[src/rtl/switch_allocator.sv]
// switch_allocator: per-output round-robin allocator driving the xbar select_array.
// Each input's request is reduced to its lowest-index output; each output then
// picks one requester starting at its priority pointer, gated by out_ready_i.
// Grants are combinational from the current inputs and the registered pointers.
// Optional build macro SA_PKT_LOCK_EN enables a wormhole lock: an output stays
// dedicated to one input from its first non-tail flit until its tail flit.
module switch_allocator #(
  parameter int INPORT  = 5,
  parameter int OUTPORT = 5
) (
  input  logic                      clk,
  input  logic                      rst,
  input  logic [0:INPORT*OUTPORT-1] req_i,
  input  logic [0:INPORT-1]         tail_i,
  input  logic [0:OUTPORT-1]        out_ready_i,
  output logic [0:INPORT-1]         grant_o,
  output logic [0:OUTPORT*INPORT-1] select_array
);

  localparam int PW = (INPORT > 1) ? $clog2(INPORT) : 1;
  localparam logic [PW-1:0] LAST_IN = PW'(INPORT - 1);

  // Requests after keeping only the lowest-index output per input
  logic [0:INPORT*OUTPORT-1] req_f;

`ifndef SA_PKT_LOCK_EN
  // Tail marks only matter for packet locking
  logic unused_tail;
  assign unused_tail = ^tail_i;
`endif

  genvar gi;
  generate
    for (gi = 0; gi < INPORT; gi++) begin : g_filter
      logic [0:OUTPORT-1] row_f;

      // Pass only the first (lowest-index) requested output of this input
      always_comb begin
        logic seen;
        seen  = 1'b0;
        row_f = '0;
        for (int o = 0; o < OUTPORT; o++) begin
          row_f[o] = req_i[gi*OUTPORT + o] & ~seen;
          seen     = seen | req_i[gi*OUTPORT + o];
        end
      end

      assign req_f[gi*OUTPORT +: OUTPORT] = row_f;
    end

    for (gi = 0; gi < OUTPORT; gi++) begin : g_out
      logic [0:INPORT-1] col;
      logic [0:INPORT-1] sel;
      logic [PW-1:0]     ptr_reg;
      logic [PW-1:0]     ptr_next;
      logic [PW-1:0]     win;
      logic              found;
      logic [PW-1:0]     gnt_id;
      logic [PW-1:0]     gnt_inc;
      logic              grant_v;

      // Gather the filtered requests aimed at this output
      always_comb begin
        col = '0;
        for (int i = 0; i < INPORT; i++) begin
          col[i] = req_f[i*OUTPORT + gi];
        end
      end

      // Round-robin search: first requester at or above ptr, else wrap to the bottom
      always_comb begin
        win   = '0;
        found = 1'b0;
        for (int j = 0; j < INPORT; j++) begin
          if (!found && col[j] && (PW'(j) >= ptr_reg)) begin
            win   = PW'(j);
            found = 1'b1;
          end
        end
        for (int j = 0; j < INPORT; j++) begin
          if (!found && col[j]) begin
            win   = PW'(j);
            found = 1'b1;
          end
        end
      end

`ifdef SA_PKT_LOCK_EN
      logic          lock_v_reg;
      logic          lock_v_next;
      logic [PW-1:0] lock_id_reg;
      logic [PW-1:0] lock_id_next;

      // A locked output serves only its holder; otherwise the round-robin winner
      always_comb begin
        gnt_id  = lock_v_reg ? lock_id_reg : win;
        grant_v = out_ready_i[gi] & (lock_v_reg ? col[lock_id_reg] : found);
      end

      // Tail flit closes the epoch and advances ptr; a non-tail flit (re)locks
      always_comb begin
        ptr_next     = ptr_reg;
        lock_v_next  = lock_v_reg;
        lock_id_next = lock_id_reg;
        if (grant_v) begin
          if (tail_i[gnt_id]) begin
            lock_v_next = 1'b0;
            ptr_next    = gnt_inc;
          end else begin
            lock_v_next  = 1'b1;
            lock_id_next = gnt_id;
          end
        end
      end

      // Lock state register
      always_ff @(posedge clk or posedge rst) begin
        if (rst) begin
          lock_v_reg  <= 1'b0;
          lock_id_reg <= '0;
        end else begin
          lock_v_reg  <= lock_v_next;
          lock_id_reg <= lock_id_next;
        end
      end
`else
      // Flit-level round-robin: any ready output grants its winner
      always_comb begin
        gnt_id  = win;
        grant_v = out_ready_i[gi] & found;
      end

      // Every grant ends the epoch and moves priority past the winner
      always_comb begin
        ptr_next = grant_v ? gnt_inc : ptr_reg;
      end
`endif

      assign gnt_inc = (gnt_id == LAST_IN) ? '0 : gnt_id + PW'(1);

      // One-hot select for the granted input, zero when nothing moves
      always_comb begin
        sel = '0;
        if (grant_v) begin
          sel[gnt_id] = 1'b1;
        end
      end

      // Priority pointer register
      always_ff @(posedge clk or posedge rst) begin
        if (rst) begin
          ptr_reg <= '0;
        end else begin
          ptr_reg <= ptr_next;
        end
      end

      assign select_array[gi*INPORT +: INPORT] = sel;
    end

    for (gi = 0; gi < INPORT; gi++) begin : g_grant
      logic g;

      // An input moves a flit if any output selected it
      always_comb begin
        g = 1'b0;
        for (int o = 0; o < OUTPORT; o++) begin
          g = g | select_array[o*INPORT + gi];
        end
      end

      assign grant_o[gi] = g;
    end
  endgenerate

endmodule

[config.mk]
export PLATFORM = sky130hd
export DESIGN_NAME = switch_allocator
export DESIGN_NICKNAME = d
export VERILOG_FILES = /design/src/rtl/switch_allocator.sv
export SDC_FILE = /design/constraint.sdc
export NUM_CORES = 1
export LEC_CHECK = 0
export ABC_AREA = 1
export CORE_MARGIN = 1.5
export CORE_UTILIZATION = 45
export CTS_CLUSTER_DIAMETER = 50
export DETAILED_ROUTE_END_ITERATION = 8
export HOLD_SLACK_MARGIN = 0.06
export PLACE_DENSITY = 0.78
export SYNTH_ARGS = -nofsm -noshare
export SYNTH_HDL_FRONTEND = slang
export SYNTH_SLANG_ARGS = --single-unit
[constraint.sdc]
create_clock -name clk -period 2.25 [get_ports clk]
set_input_delay 0.45 -clock clk [delete_from_list [all_inputs] [get_ports clk]]
set_output_delay 0.45 -clock clk [all_outputs]
set_load 0.01 [all_outputs]
==> flow_summary.ini, run 1 <==
[run_status]
status = stopped before the end
lastStage = 5_1_grt
tool.error = [ERROR DPL-0038] Utilization greater than 100%, impossible to legalize

[synthesis]
yosys.cell_types.count = 30
netlist_instances = 405
syn_nets = 452
synth_area_um2 = 2380
yosysWarnings = 0
synth.avg_cell_area_um2 = 5.87
synth-seq-cells = 15
yosysSeqAreaShare_pct = 15.8

[floorplan]
die_width_um = 75.7
ios = 67
start_util_pct = 46.6
rows = 26
die_height_um = 75.7

[timing]
endpoint_type = top-level output
grt_repair_worst_endpoint = grant_o[1]

[clocking]
cts_htree_levels = 1
cts_num_sinks = 15
cts-root-buf = clkbuf_8
ctsLongestPathBuffers = 2
cts_buffers = 3

[place]
dp_hpwl_um = 6570
dp_cells = 617
port-buffer-count = 61
gp_congestion = 0.896
dp_slack_ns = -1.26

[global_route]
grt_max_degree = 16
==> cell families after synthesis <==
kind of cell | synth area share (%)
simple gates | 53.2
buf+inv | 15.8
compound gates | 9.94
flops | 15.8
fa+ha+maj | 5.26
==> synthesized netlist by cell type, drive strengths merged <==
master  count  share of area, %
o21ai      28               6.4
o22ai       1              0.26
ha         10               5.3
a21oi       6               1.4
nor3        6               1.7
inv        90                14
nor2       75                16
nand2     115                22
buf         5               1.6
nand3      35               8.8
nand3b      2              0.79
a31oi       1              0.26
a22o        1              0.37
o211ai      4               1.3
dfrtp      15                16
nand4      11               4.1
==> what timing repair did <==
item                       CTS
setup endpoints to repair   44
pin swaps                   89
buffers inserted            58
resized for setup          361
hold buffers                 0
==> metrics by stage <==
step	setup TNS, ns	area, um^2	util [%]
floorplan	0	2380	-
global placement	-36.45	3680	72.1
detailed placement	-38.66	3680	72.1
CTS	-6.76	4580	89.6
==> run 2, diff against run 1 <==
Settings changed: CORE_UTILIZATION 45 to 30, CTS_CLUSTER_DIAMETER 50 to default, HOLD_SLACK_MARGIN 0.06 to default, PLACE_DENSITY 0.78 to default, PLACE_DENSITY_LB_ADDON from default to 0.15.
==> run 2 against run 1 <==
Compared with the run above:
- the flow now finishes, with violations (setup timing)
- synthesized cell count stayed put
- synthesized area stayed put
==> flow_summary.ini, run 2 <==
[synthesis]
syn_nets = 452
yosys.cell_types.count = 30
yosysSeqAreaShare_pct = 15.8
synth.avg_cell_area_um2 = 5.87
synth_top_cell_by_area = dfrtp_1
synth.top_cell.area_share_pct = 15.8
synth_top_flop_cell = dfrtp_1
synth_most_common_cell = nand2_1
yosysWarnings = 0
ys_top_cells_by_area = dfrtp_1, nand2_1, inv_1
synth_area_um2 = 2380
synth.cells.most_frequent = nand2_1, inv_1, nor2_1
async_reset_ff_share_pct = 100
synth-edff-count = 0
netlist_instances = 405
synth-seq-cells = 15

[routing]
drc = 0
drtPass1Iterations = 4
wl_per_cell_um = 14.2
vias_per_cell = 4.75
routed_wl_um = 10400
routed-via-count = 3484
ant_nets = 0
drt_iter0_drc = 67

[min_path]
hold_depth = 2
hp-class = reg2reg
hold_path_startpoint = g_out[1].ptr_reg[1]$_DFFE_PP0P_
min_to = g_out[1].ptr_reg[1]$_DFFE_PP0P_

[timing]
setup_tns_ns = -9.26
setup_violations = 33
fmax_ghz = 0.369
skew_ns = 0.000651
post-route-min-period_ns = 2.71
period_share_pct = 120
worstMarginPinSlew_ns = 0.700
whs_ns = 0.567
fin_ws_ns = -0.458
rsz0062_at_grt = true
maxSlewHeadroom_pct = 53.3
hold_viol = 0
drv_slew = 0

[cells_and_area]
final_common_cell = buf_4
n_antenna_cell = 0
nFillCells = 623
nNetsFinal = 680
multiInputGateArea_um2 = 2420
seq_area_um2 = 380
drive_above_1_share_pct = 70.4
area_growth_pct = 122
largest_reg_flops = 15
final_cell_mix = buf_4, buf_6, nand2_1, inv_1, nor2_4

[clocking]
cts_htree_levels = 1
clk_pin_slew_ns = 0.07
cts_num_sinks = 15
ctsLongestPathBuffers = 2
clock_latency_ns = 0.26
cts_buffers = 3
cts-root-buf = clkbuf_8
cts_tree = done

[power_and_ir_drop]
power.switching_uw = 1640
pwr_density_cell_nw_per_um2 = 674
pwr-share-seq_pct = 14.1
swShare_pct = 46.2
p_comb_share_pct = 79.0
p_int_uw = 1910
clkPwrFrac_pct = 6.9
ir_drop_mv = 0.321
p_leak_uw = 0.00276

[setup_path]
worstPathRequired_ns = 1.80
crit_chain = inv_2 -> nand2_2 -> nor2_2 -> nand2_1 -> nand2_2 -> nor2_4 -> buf_6 -> nand4_1 -> nand2_1 -> inv_2 -> nand2_4 -> nor2_4 -> buf_6 -> nand2_4 -> nand2_2 -> nor2_2 -> nand2_1 -> buf_2
critPathKind = reg2out
r2r_slack_ns = -0.08
cp.arrival_ns = 2.26
r2r_end = g_out[0].ptr_reg[2]$_DFFE_PP0P_
crit_path_end_kind = output port
reg2reg_from = g_out[0].ptr_reg[2]$_DFFE_PP0P_
timing.critical_path.from_type = flop
critPathMaxFanout = 5
reg2reg_depth = 17
slowest_stage = dfrtp_1
cpPeakStageDelay_ns = 0.39

[global_route]
antenna_found_initial = 0
grtUsageMet3_pct = 2.32
grt_pass1_wl_um = 15300
use_met1_pct = 25.5
track_usage_pct = 22.8
grt_max_degree = 16
grt_use_met2_pct = 44.1
gr-total-overflow = 0
grt.busiest_layer = met2
grt_pass1_vias = 3472

[place]
gp_congestion = 0.954
port-buffer-count = 61
dp_hpwl_um = 6890
dp_slack_ns = -1.29

[floorplan]
die_height_um = 92.0
fp.coreArea_um2 = 7690
rows = 32
start_util_pct = 30.9
die_width_um = 92.0
ios = 67
dieArea_um2 = 8470

[run_status]
failed_checks = setup timing
status = finished with violations

[run]
drv_cap = 0
-- run 2: cell counts after synthesis --
Identical to the previous run, type by type.
-- run 2: through the flow --
stage	instance area, um^2	cells	power (uW)	util, %
final	5280	734	3550	68.7
after global placement	3820	662	2260	49.7
after detailed placement	3820	662	2270	49.7
after global routing	5280	734	3800	68.7
after floorplan	2380	405	1380	-
after CTS	4650	713	2990	60.5
-- run 2: cells by family after synthesis --
group | Yosys count | synth area share, %
adders and majority gates | 10 | 5.26
buffers and inverters | 95 | 15.8
AOI/OAI and AO/OA | 41 | 9.94
DFF | 15 | 15.8
and+or+nand+nor | 244 | 53.2
-- run 2: routing by layer --
layer	up-vias	share of wire, %
met5	-	0
met1	1670	39
li1	1710	-
met4	0	3.0
met2	80	55
met3	24	3.5
-- run 2: cell type report --
| cell class | count | share of cell area, % |
|---|---|---|
| Timing Repair Buffer | 228 | 36.9 |
| Clock buffer | 3 | 0.782 |
| Clock inverter | 1 | 0.0948 |
| Inverter | 90 | 6.83 |
| Tap cell | 102 | 2.42 |
| Multi-Input combinational cell | 295 | 45.8 |
| Sequential cell | 15 | 7.21 |
-- run 2: critical path: cells and delay by family (launching register included) --
family | cells | cell delay [ns]
buffers and inverters | 5 | 0.56
flip-flops | 1 | 0.39
AND/OR/NAND/NOR | 13 | 1.04
-- run 2: worst max path at each step --
stage	from	to	slack [ns]	cells after the start
3_3_place_gp	req_i[10]	grant_o[2]	-1.27	15
6_report	g_out[2].ptr_reg[2]$_DFFE_PP0P_	grant_o[2]	-0.46	18
3_5_place_dp	req_i[10]	grant_o[2]	-1.29	15
4_1_cts	g_out[2].ptr_reg[2]$_DFFE_PP0P_	grant_o[2]	-0.37	17
5_1_grt	g_out[2].ptr_reg[2]$_DFFE_PP0P_	grant_o[2]	-0.57	18
2_1_floorplan	req_i[15]	grant_o[1]	0.009	14
-- run 2: timing repair --
item,CTS,global route
hold buffers,0,0
hold endpoints to repair,0,0
gates resized for setup,351,149
buffers inserted,51,25
endpoints found under the setup margin,45,43
pin swaps,100,101
-- run 2: power groups by stage --
| stage | Combinational (uW) | Clock (uW) | Sequential, uW |
|---|---|---|---|
| 4_1_cts | 2280 | 244 | 472 |
| 3_5_place_dp | 1800 | 0 | 463 |
| 5_1_grt | 3030 | 256 | 518 |
| 2_1_floorplan | 943 | 0 | 441 |
| 6_report | 2810 | 246 | 502 |
| 3_3_place_gp | 1790 | 0 | 464 |
No activity file was read; power rests on OpenSTA's default activity.
==> run 3, diff against run 2 <==
Settings changed: SKIP_CTS_REPAIR_TIMING from default to 1.
==> run 3 against run 2 <==
Compared with the run above:
- the run still ends with setup timing left
- worst setup slack got worse by 0.053 ns
- via count is 8.2% lower
- critical path type is now in2out
- utilization down 7.9 points
- flip-flop and latch count stayed put
- critical endpoint is now grant_o[1]
- non-clock buffer count down 41
- global-route usage fell by 3.7 points
- largest cell class unchanged
- cell count is 5.6% lower
- clock skew is essentially flat
==> flow_summary.ini, run 3 (synthesis results as in run 2) <==
[run_status]
status = finished with violations
failed_checks = setup timing

[clocking]
cts-root-buf = clkbuf_8
cts_num_sinks = 15
ctsLongestPathBuffers = 2
clock_latency_ns = 0.26
cts_htree_levels = 1
cts_buffers = 3
clk_pin_slew_ns = 0.07
cts_tree = done

[power_and_ir_drop]
power.switching_uw = 1430
clkPwrFrac_pct = 7.9
p_comb_share_pct = 76.1
ir_drop_mv = 0.290
swShare_pct = 46.6
p_leak_uw = 0.00264
power_uw = 3060
pwr_density_cell_nw_per_um2 = 656
pwr-share-seq_pct = 16.0
p_int_uw = 1630

[setup_path]
worstPathRequired_ns = 1.80
critPathKind = in2out
cp.arrival_ns = 2.31
crit_path_end_kind = output port
critPathMaxFanout = 4
timing.critical_path.from_type = input port

[cells_and_area]
final_cell_mix = buf_4, nand2_1, inv_1, nand2_2, inv_2
seq_area_um2 = 379
final_common_cell = buf_4
multiInputGateArea_um2 = 2210
fin_cells = 693
nNetsFinal = 639
largest_reg_flops = 15
drive_above_1_share_pct = 61.1
final_core_utilization_pct = 60.7
nFillCells = 727
area_growth_pct = 96.2
n_antenna_cell = 0

[global_route]
grt_pass1_vias = 2883
grt_max_degree = 16
antenna_found_initial = 0
track_usage_pct = 19.1
gr-total-overflow = 0
grt_pass1_wl_um = 12800

[timing]
setup_violations = 30
drv_slew = 0
fmax_ghz = 0.362
post-route-min-period_ns = 2.76
fin_ws_ns = -0.511
rsz0062_at_grt = true
setup_tns_ns = -9.87
whs_ns = 0.563
worstMarginPinSlew_ns = 0.718
hold_viol = 0
maxSlewHeadroom_pct = 52.1
period_share_pct = 123
skew_ns = 0.000477

[routing]
routed_wl_um = 9110
drt_iter0_drc = 107
ant_nets = 0
wl_per_cell_um = 13.1
drc = 0
routed-via-count = 3200
drtPass1Iterations = 5
vias_per_cell = 4.62

[place]
dp_hpwl_um = 6890
gp_congestion = 0.954
dp_cells = 662
port-buffer-count = 61

[floorplan]
die_width_um = 92.0
die_height_um = 92.0
rows = 32
fp.coreArea_um2 = 7690
dieArea_um2 = 8470
start_util_pct = 30.9
ios = 67

[run]
drv_cap = 0

[min_path]
hp-class = reg2reg
## run 3: changes by cell type in the layout (fill, tap and decap cells not counted), moves of 4 or more
| cell | change |
|---|---|
| buf_6 | -28 |
| buf_4 | -25 |
| dlymetal6s2s_1 | +18 |
| nor2_4 | -11 |
| clkbuf_2 | +8 |
| inv_1 | +8 |
| nand2_1 | +8 |
| nand2_4 | -8 |
| o21ai_0 | +8 |
| dlygate4sd2_1 | -7 |
| nor2_1 | +7 |
| inv_2 | -6 |
| o21ai_1 | -6 |
| nor2_2 | +4 |
## run 3: final timing paths
path,start,end,slack [ns],cells past startpoint
worst max register to register,g_out[0].ptr_reg[1]$_DFFE_PP0P_,g_out[0].ptr_reg[2]$_DFFE_PP0P_,0,15
worst min-delay path,g_out[1].ptr_reg[1]$_DFFE_PP0P_,g_out[1].ptr_reg[1]$_DFFE_PP0P_,0.56,2
worst max-delay path,req_i[0],grant_o[1],-0.51,17
worst min register to register,g_out[1].ptr_reg[1]$_DFFE_PP0P_,g_out[1].ptr_reg[1]$_DFFE_PP0P_,0.56,2
min in group asynchronous,rst,g_out[2].ptr_reg[2]$_DFFE_PP0P_,0.61,2
max in group asynchronous,rst,g_out[4].ptr_reg[2]$_DFFE_PP0P_,1.15,2
## run 3: metrics by stage
stage               setup slack, ns  area (um^2)
floorplan                   0.00873         2380
global placement              -1.27         3820
detailed placement            -1.29         3820
CTS                           -1.31         3870
global route                 -0.586         4670
finish                       -0.511         4670
## run 3: layout make-up
class	count	area share, %
sequential	15	8.12
tap	102	2.73
clock inverter	1	0.107
multi-input combinational	295	47.3
inverter	90	7.56
timing repair buffer	187	33.3
clock buffer	3	0.885
## run 3: power groups by stage
stage	combinational, uW	sequential [uW]	clock (uW)
2_1_floorplan	943	441	0
3_3_place_gp	1790	464	0
3_5_place_dp	1800	463	0
4_1_cts	1810	459	244
5_1_grt	2540	505	254
6_report	2330	490	241
## run 3: layer usage
metal	track usage (%)	routed length, um	up-vias
met5	0	0	-
met4	3.85	174	0
met3	1.49	329	11
met2	35.1	4730	63
met1	24.1	3870	1500
li1	-	-	1626
## run 3: worst max-delay path, stage by stage
cell     delay (ns)
buf_4          0.14
nor3_1         0.32
nand2_1        0.17
nand2_2        0.15
nor2_4         0.06
buf_4          0.14
nand4_1        0.08
nand2_1        0.08
inv_2          0.07
nand2_4        0.07
inv_2          0.08
nor2_4         0.04
nand2_2        0.09
nand2_1        0.08
nor2_1         0.10
nand2_1        0.06
buf_2          0.13
==> run 4, diff against run 3 <==
Settings changed: ABC_AREA 1 to default, CAP_MARGIN from default to 20.
==> run 4 against run 3 <==
Compared with the run above:
- the run still ends with setup timing left
- total power fell by 7.8%
- worst setup slack got worse by 0.29 ns
- via count fell by 7.9%
- first-iteration DRC count shrank 30%
- clock skew is essentially flat
- cell count fell by 18%
- wire length increased by 2.8%
- non-clock buffer count increased by 26
==> flow_summary.ini, run 4 <==
[floorplan]
ios = 67
die_height_um = 86.5
dieArea_um2 = 7480
die_width_um = 86.5
start_util_pct = 31.0
rows = 30
fp.coreArea_um2 = 6760

[setup_path]
crit_path_end_kind = output port
r2r_slack_ns = 0.04
slowest_stage = or3b_4
crit_chain = buf_6 -> buf_6 -> or3b_4 -> a21oi_4 -> nor4bb_4 -> o21ai_2 -> buf_4 -> nor2_2 -> or3_4 -> or3_1 -> buf_2
critPathMaxFanout = 4
timing.critical_path.from_type = input port
critPathKind = in2out
reg2reg_from = g_out[1].ptr_reg[2]$_DFFE_PP0P_
cpPeakStageDelay_ns = 0.42
worstPathRequired_ns = 1.80
cp.arrival_ns = 2.60
setup.worst_path.start = req_i[11]
r2r_end = g_out[1].ptr_reg[0]$_DFFE_PP0P_
path_common_cell = buf_6
reg2reg_depth = 10

[place]
gp_congestion = 0.920
dp_slack_ns = -1.62
placed_area_um2 = 3770
dp_cells = 530
dp_hpwl_um = 6570
port-buffer-count = 61

[power_and_ir_drop]
power.switching_uw = 1200
clkPwrFrac_pct = 8.4
swShare_pct = 42.6
p_leak_uw = 0.00225
pwr-share-seq_pct = 17.0
power_uw = 2820
p_comb_share_pct = 74.5
pwr_density_cell_nw_per_um2 = 583
ir_drop_mv = 0.434
p_int_uw = 1620

[synthesis]
netlist_instances = 281
yosys.cell_types.count = 64
synth.top_cell.area_share_pct = 17.9
synth_area_um2 = 2090
synth-seq-cells = 15
yosysSeqAreaShare_pct = 17.9
yosysWarnings = 0
syn_nets = 328
synth.avg_cell_area_um2 = 7.44
synth_top_flop_cell = dfrtp_1
async_reset_ff_share_pct = 100
synth-edff-count = 0
synth_top_cell_by_area = dfrtp_1
ys_top_cells_by_area = dfrtp_1, ha_1, nand2_1
synth.cells.most_frequent = nand2_1, nor2_1, o21ai_0
synth_most_common_cell = nand2_1

[global_route]
grt_pass1_vias = 2635
gr-total-overflow = 0
grt_max_degree = 16
grt_pass1_wl_um = 12700
track_usage_pct = 21.5
antenna_found_initial = 0

[clocking]
cts-root-buf = clkbuf_8
cts_num_sinks = 15
cts_tree = done
clock_latency_ns = 0.26
ctsLongestPathBuffers = 2
cts_buffers = 3
clk_pin_slew_ns = 0.07
cts_htree_levels = 1

[cells_and_area]
drive_above_1_share_pct = 66.6
nFillCells = 495
final_core_utilization_pct = 71.6
final_cell_mix = buf_4, buf_6, nand2_1, nor2_1, clkdlybuf4s50_1
area_growth_pct = 131
post-route-cell-area_um2 = 4840
final_common_cell = buf_4
nNetsFinal = 536
fin_cells = 568
largest_reg_flops = 15
n_antenna_cell = 0

[timing]
fin_ws_ns = -0.799
maxSlewHeadroom_pct = 55.9
post-route-min-period_ns = 3.05
fmax_ghz = 0.328
rsz0062_at_grt = true
hold_viol = 0
setup_violations = 33
period_share_pct = 136
worstMarginPinSlew_ns = 0.661
skew_ns = 0.000262
drv_slew = 0

[routing]
drtPass1Iterations = 4
routed-via-count = 2946
wl_per_cell_um = 16.5
vias_per_cell = 5.19
drc = 0
routed_wl_um = 9360
ant_nets = 0
drt_iter0_drc = 75

[min_path]
hp-class = reg2reg
min_to = g_out[3].ptr_reg[2]$_DFFE_PP0P_
hold_depth = 2
hold_path_startpoint = g_out[3].ptr_reg[2]$_DFFE_PP0P_

[run_status]
failed_checks = setup timing
status = finished with violations

[run]
drv_cap = 0
run 4: worst max path at each step:
stage	endpoint	slack (ns)	depth (start not counted)
6_report	grant_o[3]	-0.80	11
5_1_grt	select_array[1]	-0.91	9
4_1_cts	grant_o[0]	-1.63	11
3_5_place_dp	grant_o[0]	-1.62	11
3_3_place_gp	grant_o[0]	-1.58	11
2_1_floorplan	grant_o[1]	-0.47	9
run 4: logic make-up (layout without fill, tap and decap cells):
group	Yosys count	after routing	synth area share (%)
and+or+nand+nor	140	140	37.6
AOI/OAI and AO/OA	80	80	27.9
buffers and inverters	28	235	6.46
DFF	15	15	17.9
adders and majority gates	10	10	5.98
muxes	8	8	4.13
run 4: power groups by stage:
stage          Sequential [uW]  Combinational (uW)  Clock [uW]
6_report                   480                2100         238
5_1_grt                    494                2260         255
4_1_cts                    445                1560         248
3_5_place_dp               450                1560           0
3_3_place_gp               447                1530           0
2_1_floorplan              445                 773           0
run 4: final cells by class:
class	instances	area, um^2	share of cell area, %
Clock buffer	3	41.3	0.853
Sequential cell	15	382	7.89
Clock inverter	1	5.00	0.103
Tap cell	80	100	2.07
Multi-Input combinational cell	238	2380	49.1
Timing Repair Buffer	213	1860	38.4
Inverter	18	75.1	1.55
run 4: through the flow:
step	setup TNS (ns)	hold slack (ns)
final	-12.64	0.573
after global routing	-15.66	0.624
after CTS	-45.56	0.551
after detailed placement	-49.47	0.533
after global placement	-48.35	0.511
after floorplan	-3.01	0.351
run 4: layer usage:
| layer | vias up | track usage [%] | part of all wire [%] |
|---|---|---|---|
| li1 | 1466 | - | - |
| met1 | 1425 | 28.8 | 45 |
| met3 | 6 | 2.86 | 2.3 |
| met5 | - | 0 | 0 |
| met2 | 49 | 36.9 | 52 |
| met4 | 0 | 4.55 | 0.72 |
run 4: worst max-delay path, delay by kind of cell:
kind | cells | cell delay, ns
simple gates | 5 | 1.26
buf+inv | 4 | 0.53
compound gates | 2 | 0.35
